[config.mk]
export PLATFORM = sky130hd
export DESIGN_NAME = seq_gen
export DESIGN_NICKNAME = d
export VERILOG_FILES = /design/src/rtl/seq_gen_pkg.sv /design/src/rtl/seq_gen_stack.sv /design/src/rtl/seq_gen.sv
export SDC_FILE = /design/constraint.sdc
export NUM_CORES = 1
export LEC_CHECK = 0
export BUFFER_PORTS_ARGS = -buffer_cell sky130_fd_sc_hd__buf_2
export CORE_MARGIN = 8
export CORE_UTILIZATION = 51
export CTS_BUF_LIST = sky130_fd_sc_hd__clkbuf_8
export CTS_CLUSTER_SIZE = 25
export DETAILED_ROUTE_END_ITERATION = 8
export GPL_ROUTABILITY_DRIVEN = 0
export PLACE_DENSITY = 0.87
export SETUP_SLACK_MARGIN = 0.2
export SLEW_MARGIN = 0
export SYNTH_ARGS = -nofsm -noshare
export SYNTH_HDL_FRONTEND = slang
export SYNTH_HIERARCHICAL = 1
export SYNTH_SLANG_ARGS = --single-unit
[constraint.sdc]
create_clock -name clock -period 7.8 [get_ports clock]
set_clock_uncertainty 0.15 [all_clocks]
set_input_delay 0.39 -clock clock [delete_from_list [all_inputs] [get_ports clock]]
set_output_delay 0.39 -clock clock [all_outputs]
set_load 0.05 [all_outputs]
[src/rtl/seq_gen_pkg.sv]
// ---------------------------------------------------------------------------
// seq_gen_pkg
//
// Shared definitions for the seq_gen instruction sequencer:
//   - 4-bit opcode type and the opcode constants SEQ_GEN_NO .. SEQ_GEN_RT
//   - run/halt state type for the sticky error state
//   - helper functions that locate the operand fields (cmd, chan, addr)
//     from the configured widths, so every user agrees on the bit layout
// ---------------------------------------------------------------------------
package seq_gen_pkg;

  typedef logic [3:0] seq_gen_op_t;

  localparam seq_gen_op_t SEQ_GEN_NO = 4'd0;  // no operation
  localparam seq_gen_op_t SEQ_GEN_CI = 4'd1;  // command, immediate data
  localparam seq_gen_op_t SEQ_GEN_CR = 4'd2;  // command, input-register data
  localparam seq_gen_op_t SEQ_GEN_JI = 4'd3;  // jump to immediate address
  localparam seq_gen_op_t SEQ_GEN_JR = 4'd4;  // jump to input-register value
  localparam seq_gen_op_t SEQ_GEN_JZ = 4'd5;  // jump if register is zero
  localparam seq_gen_op_t SEQ_GEN_JN = 4'd6;  // jump if register is non-zero
  localparam seq_gen_op_t SEQ_GEN_CA = 4'd7;  // call (push return address)
  localparam seq_gen_op_t SEQ_GEN_RT = 4'd8;  // return (pop address)

  // Once a fault is taken the sequencer parks in HALT until reset.
  typedef enum logic {
    ST_RUN  = 1'b0,
    ST_HALT = 1'b1
  } seq_gen_state_e;

  // LSB of the cmd field: it sits directly above the immediate.
  function automatic int seq_gen_cmd_lsb(input int data_width);
    return data_width;
  endfunction

  // LSB of the chan field: it sits directly above cmd.
  function automatic int seq_gen_chan_lsb(input int data_width, input int cmd_width);
    return data_width + cmd_width;
  endfunction

  // LSB of the addr field: it is left-aligned in the operand.
  function automatic int seq_gen_addr_lsb(input int op_width, input int addr_width);
    return op_width - addr_width;
  endfunction

endpackage

[src/rtl/seq_gen_stack.sv]
// ---------------------------------------------------------------------------
// seq_gen_stack
//
// Return-address LIFO for seq_gen. Only instantiated when the
// SEQ_GEN_STACK_EN macro is defined.
//
// Ports:
//   clock      in   rising-edge clock
//   reset      in   synchronous active-high reset; empties the stack
//   push       in   write push_data on top (ignored when full)
//   pop        in   discard the top entry (ignored when empty)
//   push_data  in   Width-bit value to push
//   top        out  current top entry (valid when !empty)
//   full       out  Depth entries held
//   empty      out  no entries held
// ---------------------------------------------------------------------------
module seq_gen_stack #(
  parameter int Depth = 4,
  parameter int Width = 8
) (
  input  logic             clock,
  input  logic             reset,
  input  logic             push,
  input  logic             pop,
  input  logic [Width-1:0] push_data,
  output logic [Width-1:0] top,
  output logic             full,
  output logic             empty
);

  // count ranges 0..Depth; the storage index only needs to reach Depth-1.
  localparam int CntW = $clog2(Depth + 1);
  localparam int IdxW = (Depth > 1) ? $clog2(Depth) : 1;

  logic [Width-1:0] mem [2**IdxW];
  logic [CntW-1:0]  count;
  logic [CntW-1:0]  count_m1;
  logic             do_push;
  logic             do_pop;

  assign full     = (count == CntW'(Depth));
  assign empty    = (count == '0);
  assign do_push  = push && !full;
  assign do_pop   = pop && !empty;
  assign count_m1 = count - CntW'(1);
  assign top      = mem[count_m1[IdxW-1:0]];

  always_ff @(posedge clock) begin
    if (reset) begin
      count <= '0;
    end else if (do_push) begin
      count <= count + CntW'(1);
    end else if (do_pop) begin
      count <= count_m1;
    end
  end

  // NOTE: the storage array has no reset; clearing count is enough to make
  // every entry unreachable, and leaving it unreset lets it map onto plain RAM.
  always_ff @(posedge clock) begin
    if (do_push) begin
      mem[count[IdxW-1:0]] <= push_data;
    end
  end

endmodule

[src/rtl/seq_gen.sv]
// ---------------------------------------------------------------------------
// seq_gen
//
// Parametrised instruction sequencer. Executes one instruction per clock
// with inst_en=1: either issues a {cmd,data} word with a one-hot channel
// strobe, or updates the program counter `next`. Faults (illegal opcode,
// out-of-range register/channel, stack overflow/underflow) set a sticky
// `error` and suppress the faulting instruction; only reset clears it.
//
// Configuration macro: SEQ_GEN_STACK_EN
//   defined     : CA/RT are legal, a StackDepth-entry return stack is built
//   not defined : CA/RT are illegal opcodes, no stack storage exists
//
// Ports:
//   clock     in   rising-edge clock
//   reset     in   synchronous active-high reset (wins over inst_en)
//   inst      in   {opcode[3:0], operand[OpWidth-1:0]}
//   inst_en   in   instruction valid this cycle
//   ireg      in   NumIRegs input registers, DataWidth bits each
//   next      out  program counter (instruction memory address)
//   oreg      out  last issued command word {cmd, data}
//   oreg_wen  out  one-hot channel strobe, one cycle per CI/CR
//   error     out  sticky fault flag
// ---------------------------------------------------------------------------
module seq_gen
  import seq_gen_pkg::*;
#(
  parameter int DataWidth  = 8,
  parameter int AddrWidth  = 8,
  parameter int CmdWidth   = 4,
  parameter int NumIRegs   = 4,
  parameter int NumOChans  = 8,
  parameter int OpWidth    = 16,
  parameter int StackDepth = 4
) (
  input  logic                          clock,
  input  logic                          reset,
  input  logic [OpWidth+3:0]            inst,
  input  logic                          inst_en,
  input  logic [NumIRegs*DataWidth-1:0] ireg,
  output logic [AddrWidth-1:0]          next,
  output logic [CmdWidth+DataWidth-1:0] oreg,
  output logic [NumOChans-1:0]          oreg_wen,
  output logic                          error
);

  localparam int IRegW   = $clog2(NumIRegs);
  localparam int OChanW  = $clog2(NumOChans);
  localparam int CmdLsb  = seq_gen_cmd_lsb(DataWidth);
  localparam int ChanLsb = seq_gen_chan_lsb(DataWidth, CmdWidth);
  localparam int AddrLsb = seq_gen_addr_lsb(OpWidth, AddrWidth);

  // Compared at 32 bits so the range checks stay meaningful when the
  // register/channel counts are not powers of two.
  localparam logic [31:0] NumIRegsU  = 32'(NumIRegs);
  localparam logic [31:0] NumOChansU = 32'(NumOChans);

  if (NumIRegs < 2 || NumOChans < 2 || StackDepth < 1 ||
      OpWidth < OChanW + CmdWidth + DataWidth ||
      OpWidth < AddrWidth + IRegW) begin : g_bad_params
    $error("seq_gen: illegal parameter combination");
  end

  // -------------------------------------------------------------------------
  // Instruction decode
  // -------------------------------------------------------------------------
  seq_gen_op_t           opcode;
  logic [OpWidth-1:0]    operand;
  logic [DataWidth-1:0]  imm;
  logic [CmdWidth-1:0]   cmd;
  logic [OChanW-1:0]     chan;
  logic [AddrWidth-1:0]  addr;
  logic [IRegW-1:0]      reg_idx;
  logic [DataWidth-1:0]  reg_data;
  logic                  reg_bad;
  logic                  chan_bad;
  logic [NumOChans-1:0]  chan_onehot;

  assign opcode   = inst[OpWidth+3:OpWidth];
  assign operand  = inst[OpWidth-1:0];
  assign imm      = operand[DataWidth-1:0];
  assign cmd      = operand[CmdLsb +: CmdWidth];
  assign chan     = operand[ChanLsb +: OChanW];
  assign addr     = operand[AddrLsb +: AddrWidth];
  assign reg_idx  = operand[IRegW-1:0];

  assign reg_bad     = (32'(reg_idx) >= NumIRegsU);
  assign chan_bad    = (32'(chan) >= NumOChansU);
  assign chan_onehot = {{(NumOChans-1){1'b0}}, 1'b1} << chan;

  // Input registers as an array padded to a power of two, so reg_idx can
  // index it directly; padding entries are only reachable on a fault.
  logic [DataWidth-1:0] ireg_arr [2**IRegW];

  for (genvar i = 0; i < 2**IRegW; i++) begin : g_ireg
    if (i < NumIRegs) begin : g_real
      assign ireg_arr[i] = ireg[i*DataWidth +: DataWidth];
    end else begin : g_pad
      assign ireg_arr[i] = '0;
    end
  end

  assign reg_data = ireg_arr[reg_idx];

  // -------------------------------------------------------------------------
  // Return stack
  // -------------------------------------------------------------------------
  logic [AddrWidth-1:0] next_inc;

  assign next_inc = next + AddrWidth'(1);

`ifdef SEQ_GEN_STACK_EN
  logic                 push;
  logic                 pop;
  logic                 stack_full;
  logic                 stack_empty;
  logic [AddrWidth-1:0] stack_top;

  seq_gen_stack #(
    .Depth (StackDepth),
    .Width (AddrWidth)
  ) u_stack (
    .clock     (clock),
    .reset     (reset),
    .push      (push),
    .pop       (pop),
    .push_data (next_inc),
    .top       (stack_top),
    .full      (stack_full),
    .empty     (stack_empty)
  );
`endif

  // -------------------------------------------------------------------------
  // Execute: next-state and outputs
  // -------------------------------------------------------------------------
  seq_gen_state_e                state_q;
  seq_gen_state_e                state_d;
  logic [AddrWidth-1:0]          next_d;
  logic [CmdWidth+DataWidth-1:0] oreg_d;
  logic [NumOChans-1:0]          oreg_wen_d;
  logic                          fault;

  // NOTE: every signal driven here gets a default first, so no path through
  // the case leaves one unassigned and no latch is inferred.
  always_comb begin
    state_d    = state_q;
    next_d     = next;
    oreg_d     = oreg;
    oreg_wen_d = '0;
    fault      = 1'b0;
`ifdef SEQ_GEN_STACK_EN
    push       = 1'b0;
    pop        = 1'b0;
`endif

    // A faulting instruction only raises `fault`; its effects are simply
    // never assigned, so nothing has to be rolled back.
    if (inst_en && state_q == ST_RUN) begin
      case (opcode)
        SEQ_GEN_NO: next_d = next_inc;
        SEQ_GEN_CI: begin
          if (chan_bad) begin
            fault = 1'b1;
          end else begin
            oreg_d     = {cmd, imm};
            oreg_wen_d = chan_onehot;
            next_d     = next_inc;
          end
        end
        SEQ_GEN_CR: begin
          if (chan_bad || reg_bad) begin
            fault = 1'b1;
          end else begin
            oreg_d     = {cmd, reg_data};
            oreg_wen_d = chan_onehot;
            next_d     = next_inc;
          end
        end
        SEQ_GEN_JI: next_d = addr;
        SEQ_GEN_JR: begin
          if (reg_bad) fault  = 1'b1;
          else         next_d = AddrWidth'(reg_data);
        end
        SEQ_GEN_JZ: begin
          if (reg_bad)             fault  = 1'b1;
          else if (reg_data == '0) next_d = addr;
          else                     next_d = next_inc;
        end
        SEQ_GEN_JN: begin
          if (reg_bad)             fault  = 1'b1;
          else if (reg_data != '0) next_d = addr;
          else                     next_d = next_inc;
        end
`ifdef SEQ_GEN_STACK_EN
        SEQ_GEN_CA: begin
          if (stack_full) begin
            fault = 1'b1;
          end else begin
            push   = 1'b1;
            next_d = addr;
          end
        end
        SEQ_GEN_RT: begin
          if (stack_empty) begin
            fault = 1'b1;
          end else begin
            pop    = 1'b1;
            next_d = stack_top;
          end
        end
`endif
        default: fault = 1'b1;
      endcase

      if (fault) begin
        state_d = ST_HALT;
      end
    end
  end

  // NOTE: state registers use non-blocking assignments so every flop samples
  // the pre-edge values regardless of statement order.
  always_ff @(posedge clock) begin
    if (reset) begin
      state_q  <= ST_RUN;
      next     <= '0;
      oreg     <= '0;
      oreg_wen <= '0;
    end else begin
      state_q  <= state_d;
      next     <= next_d;
      oreg     <= oreg_d;
      oreg_wen <= oreg_wen_d;
    end
  end

  assign error = (state_q == ST_HALT);

endmodule

== After elaboration in Yosys (flattened, before gate mapping) ==
Cells that the tools add are included.
Storage, ports and cells
  register bits after elaboration: 29
  bits of input ports: 55
  output and inout bits: 29
  logic and storage cells: 39
Cells by class
  add/sub/neg operators: 1
  magnitude comparators: 1
  eq/ne operators: 6
  shift-type cells: 1
  mux-type cells: 9
  bitwise logic cells: 4
  reductions and logical operators: 13
Operator list (number)
  8-bit case mux with 5 select lines: 1
  8-bit 2-to-1 mux: 4
  12-bit case mux with 2 select lines: 1
  8-bit binary-select mux with 2-bit select: 1
  4-bit by 3-bit == test with 1-bit output (second input constant): 3
  8-bit by 1-bit adder with 8-bit output (second input constant): 1
  4-bit by 2-bit == test with 1-bit output (second input constant): 2
  8-bit zero test: 1
  8-bit nonzero test: 1
  1-bit by 3-bit << shifter with 8-bit output (first input constant): 1
  7-bit OR reduction: 1
  2-bit AND reduction: 3
  3-bit OR reduction: 2
  5-bit nonzero test: 1
  4-bit by 1-bit == test with 1-bit output (second input constant): 1
  4-bit zero test: 1
  3-bit >= comparator (second input constant): 1
  1-bit NOT: 3
  2-bit NOT with 3-bit output: 1
  1-bit 2-to-1 mux: 2
  2-bit nonzero test: 1
  2-bit OR reduction: 1
  1-bit logical AND: 1

== Longest topological paths before layout ==
  word-level depth: 7
  mapped depth: 8
  mapped depth without buffers: 6

== Worst setup path after synthesis ==
OpenSTA, ideal clock, no wires.
  path type: input to register
  start: input port inst[0]
  end: register next[5]
  library setup time: 0.122 ns
  arrival: 2.497 ns
  required time: 7.528 ns
  path slack: 5.031 ns
  stages on the path: 7
  path buffers: 1
  cells stage by stage: buf_6 mux4_2 or4_4 o2111ai_2 a31oi_2 and3_1 a311o_1
Between the ends
  word-level cells in the longest chain between the ends: 7
  elaborated cells between the ends (all ways): 9
Ends and longest elaborated chain
  from (decl): line seq_gen.sv:38  | input logic [OpWidth+3:0] inst,
  2-bit NOT with 3-bit output (implied by the code) *: line seq_gen.sv:103  | assign reg_data = ireg_arr[reg_idx];
  8-bit binary-select mux with 2-bit select *: line seq_gen.sv:103
  8-bit 2-to-1 mux (implied by the code) * (2 in a row): line seq_gen.sv:103
  8-bit nonzero test / 8-bit zero test (equally long branches): line seq_gen.sv:192, seq_gen.sv:187
  8-bit 2-to-1 mux (on tied branches): line seq_gen.sv:192, seq_gen.sv:187
  8-bit case mux with 5 select lines *: line seq_gen.sv:160  | case (opcode)
  to (signal assigned): line seq_gen.sv:232  | next <= next_d;
  to (decl): line seq_gen.sv:41  | output logic [AddrWidth-1:0] next,
Mark *: on every way between the ends. The rest lies on a longest branch, timed or not. The select of a mux whose other input is x is not followed.
A chain may end at the register's enable or synchronous reset.

== Worst setup path in the final report ==
  start: input port inst[0]
  end: register next[7]
The elaborated chain is that of the path after synthesis.

==> qor.txt <==
CTS max path bufs - 2
Post-Route WL - 5313 µm
Crit-path max FO - 9
Final Max Slew Viols - 0
Async SR Flop Fraction - 0%
Seq/Total Area, Yosys - 33.55%
H-tree Lvls - 2
Filler Cell Count - 289
Post-CTS sizing - 0
Synth warn - 6
Netlist cell types - 44
Total setup buffers inserted after CTS - 0
Commonest non-fill, non-tap cell in the layout - buf_2
Setup tns final - 0 ns
Number of global-route vias before repair - 1943
Register area - 580.6 µm²
PortBufs - 83
Total grt overflow - 0
CTS sink cnt - 29
Initial antenna violation count - 0
I/O pin total - 84
CTS tree - done
Fin util - 67.91%
Final hold vios - 0
Syn nets - 242
Clock-pin slew on the worst setup and hold paths - 0.05 ns
Pwr dens - 152.2 mW/mm²
Buffers & Inverters on Critical Path - 1
Critical path's largest stage delay - 0.60 ns
Worst-Margin Slew - 0.9283 ns
Worst Path Required - 7.80 ns
Routed Antenna Nets - 0
Hold Crit Class - in2reg
Diode count - 0
Status - complete, no violations
Chip Height - 74.25 µm
Layout cells sized above 1 - 40.60%
Area Growth Syn to Fin - 29.94%
# rows - 21
Core area - 0.003311 mm²
First-pass GRT wire length - 8880 µm
Dpl hpwl - 4280 µm
Hold Buf Count CTS - 0
Post-route minimum period - 2.776 ns
Largest net degree at the start of global routing - 25
Die area - 0.005513 mm²
Die Wd - 74.25 µm
Final Cycle Share - 35.58%
Relative slew margins - 37.99%
Cell chain of the critical path - buf_2 > mux4_2 > or4_4 > o21ai_1 > and3_1 > a2111oi_0 > a311o_1
Synthesized instance count - 186
RSZ-0062 raised after global routing - false
Initial Util - 52.27%
Maxcap violations - 0
Drt wl/cell - 17.03 µm
Initial DRC count - 196
Yosys reg bits - 29
Most frequently used flop master after synthesis - dfxtp_1
Cell Area, Placed - 0.002175 mm²
Fmax - 360.3 MHz
Vias - 1864
Worst Path Arrival - 2.78 ns
TritonCTS Buffers - 5
CP Class - in2reg
Design area - 0.002248 mm²
Global Route Usage Sum - 20.55%
Final nets - 323
CP top delay family - simple AND/OR/NAND/NOR gates
Maximum vdd ir drop - 0.09326 mV
Pwr Total - 0.3421 mW
EDFF count, synth - 0
Mean cell area of the mapped netlist - 9.303 µm²
Pre-Repair DR Iteration Count - 4
Crit start category - input pin
Multi-input gate area - 0.001099 mm²
# DRC - 0
Vias per cell - 5.974
Worst-skew pair later-pin latency - 0.27 ns
Leakage - 0.9793 nW
Slowest-stage cell, CP - mux4_2
Most frequent cells in the layout - 83 x buf_2, 29 x dfxtp_1, 22 x nor2_1, 12 x nand2_1, 12 x mux2i_1
CP endpoint kind - flop
CTS root buffer - clkbuf_8
Number of setup violations in the final report - 0
Post-Syn Area - 0.001730 mm²
==> synth_stat cells (4+ instances only) <==
cell type | instances | area (µm²)
nand2b_1 | 5 | 31.28
mux4_2 | 8 | 180.2
nand4_1 | 4 | 25.02
xor2_1 | 5 | 43.79
clkbuf_1 | 8 | 30.03
dfxtp_1 | 29 | 580.6
a211oi_1 | 9 | 67.56
mux2i_1 | 12 | 120.1
a2111oi_0 | 4 | 35.03
nor2_1 | 22 | 82.58
nand2_1 | 12 | 45.04
a21oi_1 | 7 | 35.03
and3_1 | 7 | 43.79
nand3_1 | 4 | 20.02
nor3b_1 | 5 | 37.54
nor2b_1 | 5 | 31.28
==> state kept, by name (all words and copies together) (netlist names) <==
register and flops:
oreg 12, error 1, next 8, oreg_wen 8
==> metal layers <==
layer  global-route usage, %  share of wire (%)
met5                       0                  0
met4                   10.43                3.5
met3                   7.951                 12
met2                   31.74                 45
met1                   24.19                 40
==> final timing paths <==
check	startpoint	to	slack, ns	cells after the start
max	inst[0]	next[7]	5.02	7
min	inst[8]	oreg[8]	0.23	3
min reg2reg	next[4]	next[4]	0.34	2
max reg2reg	error	next[7]	5.33	6
==> layout make-up <==
class | count | area share, %
repair buffers | 85 | 19.14
well taps | 46 | 2.560
clock buffers | 5 | 3.061
flip-flops and latches | 29 | 25.82
inverters | 2 | 0.3339
clock inverters | 1 | 0.2226
multi-input cells | 144 | 48.86
==> stage by stage <==
step	hold WS [ns]	worst slack (ns)	cells
4_1_cts	0.2232	5.033	312
2_1_floorplan	0.3151	5.031	186
3_3_place_gp	0.3193	4.808	306
5_1_grt	0.2325	4.872	312
3_5_place_dp	0.3307	4.754	306
6_report	0.2250	5.024	312
==> cell families after synthesis <==
family                   after synthesis  share of synthesized area (%)
AND/OR/NAND/NOR                       79                          25.02
XOR/XNOR                               5                          2.531
AO/OA/AOI/OAI                         39                          17.50
multiplexers                          20                          17.35
flip-flops                            29                          33.55
buffers and inverters                 13                          3.326
adder cells (fa/ha/maj)                1                         0.7230
==> worst min-delay path: stages <==
cell	delay, ns
buf_2	0.08
mux2i_1	0.06
nor2_1	0.08
==> power by group <==
group          leakage, nW  switching [mW]  total [mW]  internal (mW)
clock               0.0399          0.0508       0.109         0.0583
combinational        0.705          0.0473      0.0779         0.0306
sequential           0.235         0.00321       0.155          0.152
No activity file was read; power rests on OpenSTA's default activity.
